File: config.mk
export PLATFORM = sky130hd
export DESIGN_NAME = cover_hit_drain
export DESIGN_NICKNAME = d
export VERILOG_FILES = /design/src/rtl/cover_pkg.sv /design/src/rtl/cover_prio_enc.sv /design/src/rtl/cover_hit_drain.sv
export SDC_FILE = /design/constraint.sdc
export NUM_CORES = 1
export LEC_CHECK = 0
export ABC_AREA = 1
export CORE_MARGIN = 2
export CORE_UTILIZATION = 32
export DETAILED_ROUTE_END_ITERATION = 16
export SETUP_SLACK_MARGIN = 0.15
export SYNTH_ARGS = -nofsm -noshare
export SYNTH_HDL_FRONTEND = slang
export SYNTH_SLANG_ARGS = --single-unit
File: constraint.sdc
create_clock -name clock -period 6.8 [get_ports clock]
set_input_delay 1.36 -clock clock [delete_from_list [all_inputs] [get_ports clock]]
set_output_delay 1.36 -clock clock [all_outputs]
set_load 0.05 [all_outputs]
File: src/rtl/cover_pkg.sv
// Shared types and helpers for the coverage hit drain.
package cover_pkg;

    localparam int COVER_IDX_W = 64;
    localparam int COVER_CNT_W = 32;

    typedef enum logic [0:0] {
        EMPTY = 1'b0,
        FULL  = 1'b1
    } cover_drain_state_e;

    // Saturating increment: sticks at all-ones instead of wrapping to zero.
    function automatic logic [COVER_CNT_W-1:0] cover_sat_inc(input logic [COVER_CNT_W-1:0] cnt);
        return (&cnt) ? cnt : cnt + COVER_CNT_W'(1);
    endfunction

endpackage

File: src/rtl/cover_prio_enc.sv
// Combinational lowest-index-first priority encoder with one-hot and binary outputs.
module cover_prio_enc #(
    parameter int unsigned WIDTH = 129,
    localparam int unsigned IDX_W = (WIDTH > 1) ? $clog2(WIDTH) : 1
) (
    input  logic [WIDTH-1:0] vec,
    output logic             found,
    output logic [IDX_W-1:0] index,
    output logic [WIDTH-1:0] onehot
);

    // lower_any[i] is set when any bit below position i is set.
    logic [WIDTH:0] lower_any;

    assign lower_any[0] = 1'b0;

    generate
        for (genvar gi = 0; gi < WIDTH; gi++) begin : g_chain
            assign lower_any[gi+1] = lower_any[gi] | vec[gi];
            assign onehot[gi]      = vec[gi] & ~lower_any[gi];
        end
    endgenerate

    assign found = lower_any[WIDTH];

    // onehot has at most one bit set, so OR-ing the positions yields the index.
    always_comb begin
        index = '0;
        for (int i = 0; i < WIDTH; i++) begin
            if (onehot[i]) begin
                index = index | IDX_W'(i);
            end
        end
    end

endmodule

File: src/rtl/cover_hit_drain.sv
// Latches coverage hits into a sticky pending bitmap and drains them as absolute indices.
// Define COVER_HIT_DEDUP_EN to emit each point at most once between clears/resets.
module cover_hit_drain
    import cover_pkg::*;
#(
    parameter int unsigned              WIDTH       = 129,
    parameter logic [COVER_IDX_W-1:0]   COVER_INDEX = '0
) (
    input  logic                    clock,
    input  logic                    reset,
    input  logic [WIDTH-1:0]        valid,
    input  logic                    clear,
    output logic                    out_valid,
    input  logic                    out_ready,
    output logic [COVER_IDX_W-1:0]  out_index,
    output logic                    pending_any,
    output logic [COVER_CNT_W-1:0]  hit_count
);

    localparam int unsigned IDX_W = (WIDTH > 1) ? $clog2(WIDTH) : 1;

    cover_drain_state_e         state_reg;
    logic                       out_valid_reg;
    logic [COVER_IDX_W-1:0]     out_index_reg;
    logic [COVER_CNT_W-1:0]     hit_count_reg;
    logic [WIDTH-1:0]           pending_reg;
    logic [WIDTH-1:0]           pending_next;

    logic                       enc_found;
    logic [IDX_W-1:0]           enc_index;
    logic [WIDTH-1:0]           enc_onehot;

    logic                       fire;
    logic                       load;
    logic [WIDTH-1:0]           load_mask;
    logic [WIDTH-1:0]           filter;
    logic [COVER_IDX_W-1:0]     index_next;

    cover_prio_enc #(
        .WIDTH  (WIDTH)
    ) u_enc (
        .vec    (pending_reg),
        .found  (enc_found),
        .index  (enc_index),
        .onehot (enc_onehot)
    );

    assign fire       = out_valid_reg & out_ready;
    assign load       = enc_found & ((state_reg == EMPTY) | fire);
    assign load_mask  = load ? enc_onehot : '0;
    assign index_next = COVER_INDEX + COVER_IDX_W'(enc_index);

`ifdef COVER_HIT_DEDUP_EN
    logic [WIDTH-1:0] covered_reg;
    logic [WIDTH-1:0] covered_next;

    assign covered_next = covered_reg | load_mask;
    // Include the bit being loaded now, so a hit in the load cycle cannot re-arm it.
    assign filter       = covered_next;

    always_ff @(posedge clock) begin
        if (!reset || clear) begin
            covered_reg <= '0;
        end else begin
            covered_reg <= covered_next;
        end
    end
`else
    assign filter = '0;
`endif

    assign pending_next = (pending_reg & ~load_mask) | (valid & ~filter);

    always_ff @(posedge clock) begin
        if (!reset || clear) begin
            state_reg     <= EMPTY;
            out_valid_reg <= 1'b0;
            out_index_reg <= '0;
            hit_count_reg <= '0;
            pending_reg   <= '0;
        end else begin
            pending_reg <= pending_next;
            if (fire) begin
                hit_count_reg <= cover_sat_inc(hit_count_reg);
            end
            case (state_reg)
                EMPTY: begin
                    if (load) begin
                        state_reg     <= FULL;
                        out_valid_reg <= 1'b1;
                        out_index_reg <= index_next;
                    end
                end
                FULL: begin
                    if (fire) begin
                        if (load) begin
                            out_index_reg <= index_next;
                        end else begin
                            state_reg     <= EMPTY;
                            out_valid_reg <= 1'b0;
                        end
                    end
                end
                default: begin
                    state_reg     <= EMPTY;
                    out_valid_reg <= 1'b0;
                end
            endcase
        end
    end

    assign out_valid   = out_valid_reg;
    assign out_index   = out_index_reg;
    assign pending_any = |pending_reg;
    assign hit_count   = hit_count_reg;

endmodule

Word-level counts from Yosys, hierarchy flattened
Cells that the tools add are included.

cells by class
  bitwise operators = 391
  add/sub/neg operators = 1
  reductions and logical operators = 7
  $mul = 0
  shift operators = 0
  mux-type cells = 155
  equal/unequal tests = 4
  div/mod/pow operators = 0
  $lt $le $gt $ge = 0

operator list
  kind                     number
  $mux W64                 10
  $mux W7                  64
  $mux W6                  32
  $and A1 B1 Y1            130
  $and A129 B129 Y129      1
  $mux W129                1
  $not A1 Y1               129
  $not A129 Y129           1
  $or A1 B1 Y1             129
  $or A129 B129 Y129       1
  $reduce_or A129 Y1       1
  $pmux W64 S2             1
  $mux W32                 3
  $mux W5                  16
  $add A32 B1 Y32 const B  1
  $mux W4                  8
  $reduce_and A32 Y1       1
  $mux W1                  12
  $mux W3                  4
  $mux W8                  1
  $mux W2                  2
  $ne A4 B3 Y1 const B     1
  $ne A3 B1 Y1 const B     1
  $ne A3 B2 Y1 const B     1
  other kinds (7)          7

word-level totals
  latch bits = 0
  output and inout port bits = 98
  memories = 0
  RAM bits = 0
  bits of input ports = 133
  ROM bits = 0
  register bits after elaboration = 226

Logic depth before layout (Yosys ltp)
  depth in word-level cells = 139
  gate-level depth with buffers = 27
  depth with buffers taken out = 27

By module
A second synthesis with hierarchy kept.

unflattened totals
  cells, all modules = 1746
  area total of the unflattened synthesis = 10894.2 um2

modules (own cells, without submodules)
  module           area an instance (um2)  instances  cells each
  cover_hit_drain  7602.3                  1          1075
  cover_prio_enc   3291.9                  1          671

Worst setup path before layout
OpenSTA, ideal clock, no wires.

  path type = input port to flip-flop
  start point = input port out_ready
  end point = register hit_count_reg[29] (netlist: hit_count[29])
  setup time = 121 ps
  cell stages on the path = 19
  arrival time = 3664 ps
  required time = 6679 ps
  setup slack = 3015 ps
  path through = nand2_1 > inv_1 > o21ai_0 > inv_1 > nor2_1 > nor2_1 > inv_1 > nor2_1 > nand4_1 > nor3_1 > inv_1 > nor3_1 > nand2_1 > nor2_1 > nand3_1 > nor3_1 > nand4_1 > o21ai_0 > a21oi_1

on the way
  longest elaborated chain between the ends = 3

RTL lines
  item                                 line                   RTL
  start: declaration                   cover_hit_drain.sv:14  input logic out_ready,
  $and A1 B1 Y1                        cover_hit_drain.sv:48  assign fire = out_valid_reg & out_ready;
  $reduce_bool A2 Y1 (no source line)  --
  $reduce_and A2 Y1 (no source line)   --
  end signal: assignment               cover_hit_drain.sv:84  hit_count_reg <= cover_sat_inc(hit_count_reg);
  end: declaration                     cover_hit_drain.sv:25  logic [COVER_CNT_W-1:0] hit_count_reg;

Every way passes these cells.
A chain may end at the register's enable or synchronous reset.

Worst setup path in the final report
  start point = register pending_reg[86]
  end point = output port pending_any

on the way
  longest elaborated chain between the ends = 1

RTL lines
  item                      line                    RTL
  start: declaration        cover_hit_drain.sv:26   logic [WIDTH-1:0] pending_reg;
  start signal: assignment  cover_hit_drain.sv:82   pending_reg <= pending_next;
  $reduce_or A129 Y1        cover_hit_drain.sv:114  assign pending_any = |pending_reg;
  end: declaration          cover_hit_drain.sv:16   output logic pending_any,

Every way passes these cells.

==> run summary <==
area of the multi-input gates = 0.00504 mm^2
largest net degree at the start of global routing = 93
Gate Count Post-Synth = 1522
status = complete, no violations
sequential fraction of the synthesis area = 34.5%
crit path DAT = 3.63 ns
area of the mapped netlist = 0.00985 mm^2
crit path kind = reg2out
pwr dens = 200 mW/mm^2
max reg flops = 129
VDD IR max = 0.168 mV
Finished Layout Cells = 2096
share of layout cells above drive strength 1 = 4.35%
initial core utilization = 32.4%
global-route wire length before repair = 48700 um
vias in the first global route = 9885
WP data required = 5.44 ns
Final Hold Vio Count = 0
post-synthesis cell type with the largest combined area = dfxtp_1
row count = 64
GRT busiest layer = met2
share of flip-flops with an asynchronous set or reset = 0%
Worst setup SP type = flip-flop
Final setup viols = 0
GRT Overall Usage = 18.2%
CTS tree = yes
Root Buffer = clkbuf_16
Layout Skew = 0.0164 ns
Leakage = 5.57 nW
Post-route DRC = 0
Worst Hold Class = reg2reg
met3 usage = 3.00%
dpl cell area = 0.0118 mm^2
cts bufs inserted = 17
routed wire length = 29800 um
M2 GR Usage = 29.0%
Die Ht = 179 um
worst skew pair latency = 0.43 ns
fin area = 0.0124 mm^2
Post-synth EDFFs = 0
slew margin rel. = 30.8%
post-synthesis register bit count = 170
fin nets = 1821
max-cap violations = 0
top post-synthesis cells by area = dfxtp_1 (35%), inv_1 (11%), nor2_1 (9.0%)
worst-case clock buffer depth = 2
vias post-DR = 10331
top cell type's share of synthesized area = 34.5%
drt pass-1 iters = 5
period utilization = 73.4%
crit path time final = 4.99 ns
# IOs = 231
fill count = 3265
Core ar. = 0.0304 mm^2
# resized after CTS = 0
Congestion Overflow GR = 0
drt wl/cell = 14.2 um
placed cell count = 2064
Max Slew Vio Count = 0
DIE AREA = 0.0322 mm^2
RSZ-0062 raised after global routing = false
Yosys cell types = 42
setup TNS = 0 ns
Syn-to-layout area delta = 25.6%
Synth Warn # = 0
Avg Cell Area, Syn = 6.47 um^2
total area of sequential cells = 0.00340 mm^2
DR iter-0 viols = 834
Post-CTS Setup Inserts = 0
f_max = 0.200 GHz
antenna fix cells = 0
H-tree levels = 4
initial antenna violation count = 0
Worst Tran Pin Value = 1.04 ns
hold_buf cts = 0
ANT nets after route = 0
Crit. End Element = output port
Synth Flop Type = dfxtp_1
Die W = 179 um
port bufs = 174
GPL Wtd Cong = 0.900
crit-path max FO = 5
detailed-placement wirelength estimate = 22700 um
vias per cell = 4.93
met1 track utilization from global routing = 25.2%
clk slew on worst S/H paths = 0.07 ns
clock sinks = 170
## worst max-delay path, cell delays in order (launching register included)
cell and delay, ns:
dfxtp_1 0.33, nor4_1 0.88, nand4_1 0.27, nor4_1 0.57
nand4_1 0.35, clkdlybuf4s50_1 0.80
## cell families after synthesis
kind of cell | count (synthesis) | synth area share [%]
adders and majority gates | 1 | 0.127
buffers and inverters | 375 | 16.4
xor gates and xnor gates | 1 | 0.0889
and+or+nand+nor | 676 | 33.0
other | 1 | 0.0381
AOI/OAI and AO/OA | 298 | 15.8
DFF | 170 | 34.5
## cell type report
class / instances / area share, %
clock buffers: 20 / 3.61
clock inverters: 12 / 1.11
inverters: 289 / 8.79
multi-input cells: 1032 / 40.7
flip-flops and latches: 170 / 27.5
well taps: 396 / 4.00
repair buffers: 177 / 14.3
## worst paths after layout
kind / startpoint / endpoint / slack, ns / cells past startpoint
setup / recovery: pending_reg[86]$_SDFF_PP0_ / pending_any / 1.81 / 5
hold / removal: pending_reg[108]$_SDFF_PP0_ / pending_reg[108]$_SDFF_PP0_ / 0.48 / 2
setup reg to reg: pending_reg[4]$_SDFF_PP0_ / out_index[3]$_SDFFE_PP0P_ / 2.81 / 23
hold reg to reg: pending_reg[108]$_SDFF_PP0_ / pending_reg[108]$_SDFF_PP0_ / 0.48 / 2
## per-stage QoR
stage	hold slack [ns]	util (%)	setup slack [ns]	power [mW]
finish	0.480	40.7	1.81	2.48
global route	0.524	40.7	1.52	2.58
CTS	0.487	40.7	1.79	2.49
detailed placement	0.477	38.7	1.68	1.50
global placement	0.469	38.7	1.69	1.50
floorplan	0.450	-	3.02	1.37
## synthesized netlist by cell type, types with 5 or more instances
library cell	count
nand3b_1	6
clkbuf_1	28
nand4_1	60
o21ai_0	111
dfxtp_1	170
nor2_1	235
nor3b_1	6
inv_1	277
nand3_1	90
a21oi_1	160
o31ai_1	5
nand2_1	156
o211ai_1	5
nor2_4	7
buf_4	56
inv_2	11
nor3_1	59
nor4_1	32
## power breakdown
part	total [mW]	internal (mW)	switching (mW)
clock	0.998	0.556	0.442
sequential	1.07	1.04	0.0385
combinational	0.409	0.146	0.263
total	2.48	1.74	0.743
## per-layer routing
metal	vias up	wire [um]
met1	4734	14500
met4	0	585
li1	5218	-
met5	-	0
met3	35	1560
met2	344	13200
## cells in the final DEF, fill, tap and decap left out, types with 3 or more instances in the layout
| master | Yosys | final |
|---|---|---|
| o21a_1 | 3 | 3 |
| nand4_1 | 60 | 60 |
| a31oi_1 | 3 | 3 |
| nand3b_1 | 6 | 6 |
| nor2_4 | 7 | 7 |
| nor3_1 | 59 | 59 |
| a21oi_1 | 160 | 160 |
| o21ai_1 | 4 | 4 |
| nand2_4 | 4 | 4 |
| nor2_8 | 4 | 4 |
| o21ai_0 | 111 | 111 |
| clkbuf_16 | 0 | 17 |
| buf_4 | 56 | 3 |
| nor3b_1 | 6 | 6 |
| nor4_1 | 32 | 32 |
| inv_6 | 0 | 4 |
| conb_1 | 1 | 56 |
| dfxtp_1 | 170 | 170 |
| nand2_2 | 2 | 3 |
| nand4_4 | 3 | 3 |
| o211ai_1 | 5 | 5 |
| inv_1 | 277 | 277 |
| nor2_2 | 4 | 4 |
| clkdlybuf4s50_1 | 0 | 174 |
| o31ai_1 | 5 | 5 |
| nand2_1 | 156 | 155 |
| clkinvlp_4 | 0 | 5 |
| nor2_1 | 235 | 235 |
| nand3_1 | 90 | 90 |
| inv_2 | 11 | 10 |
Note: power is estimated with default switching activity, not from simulation.
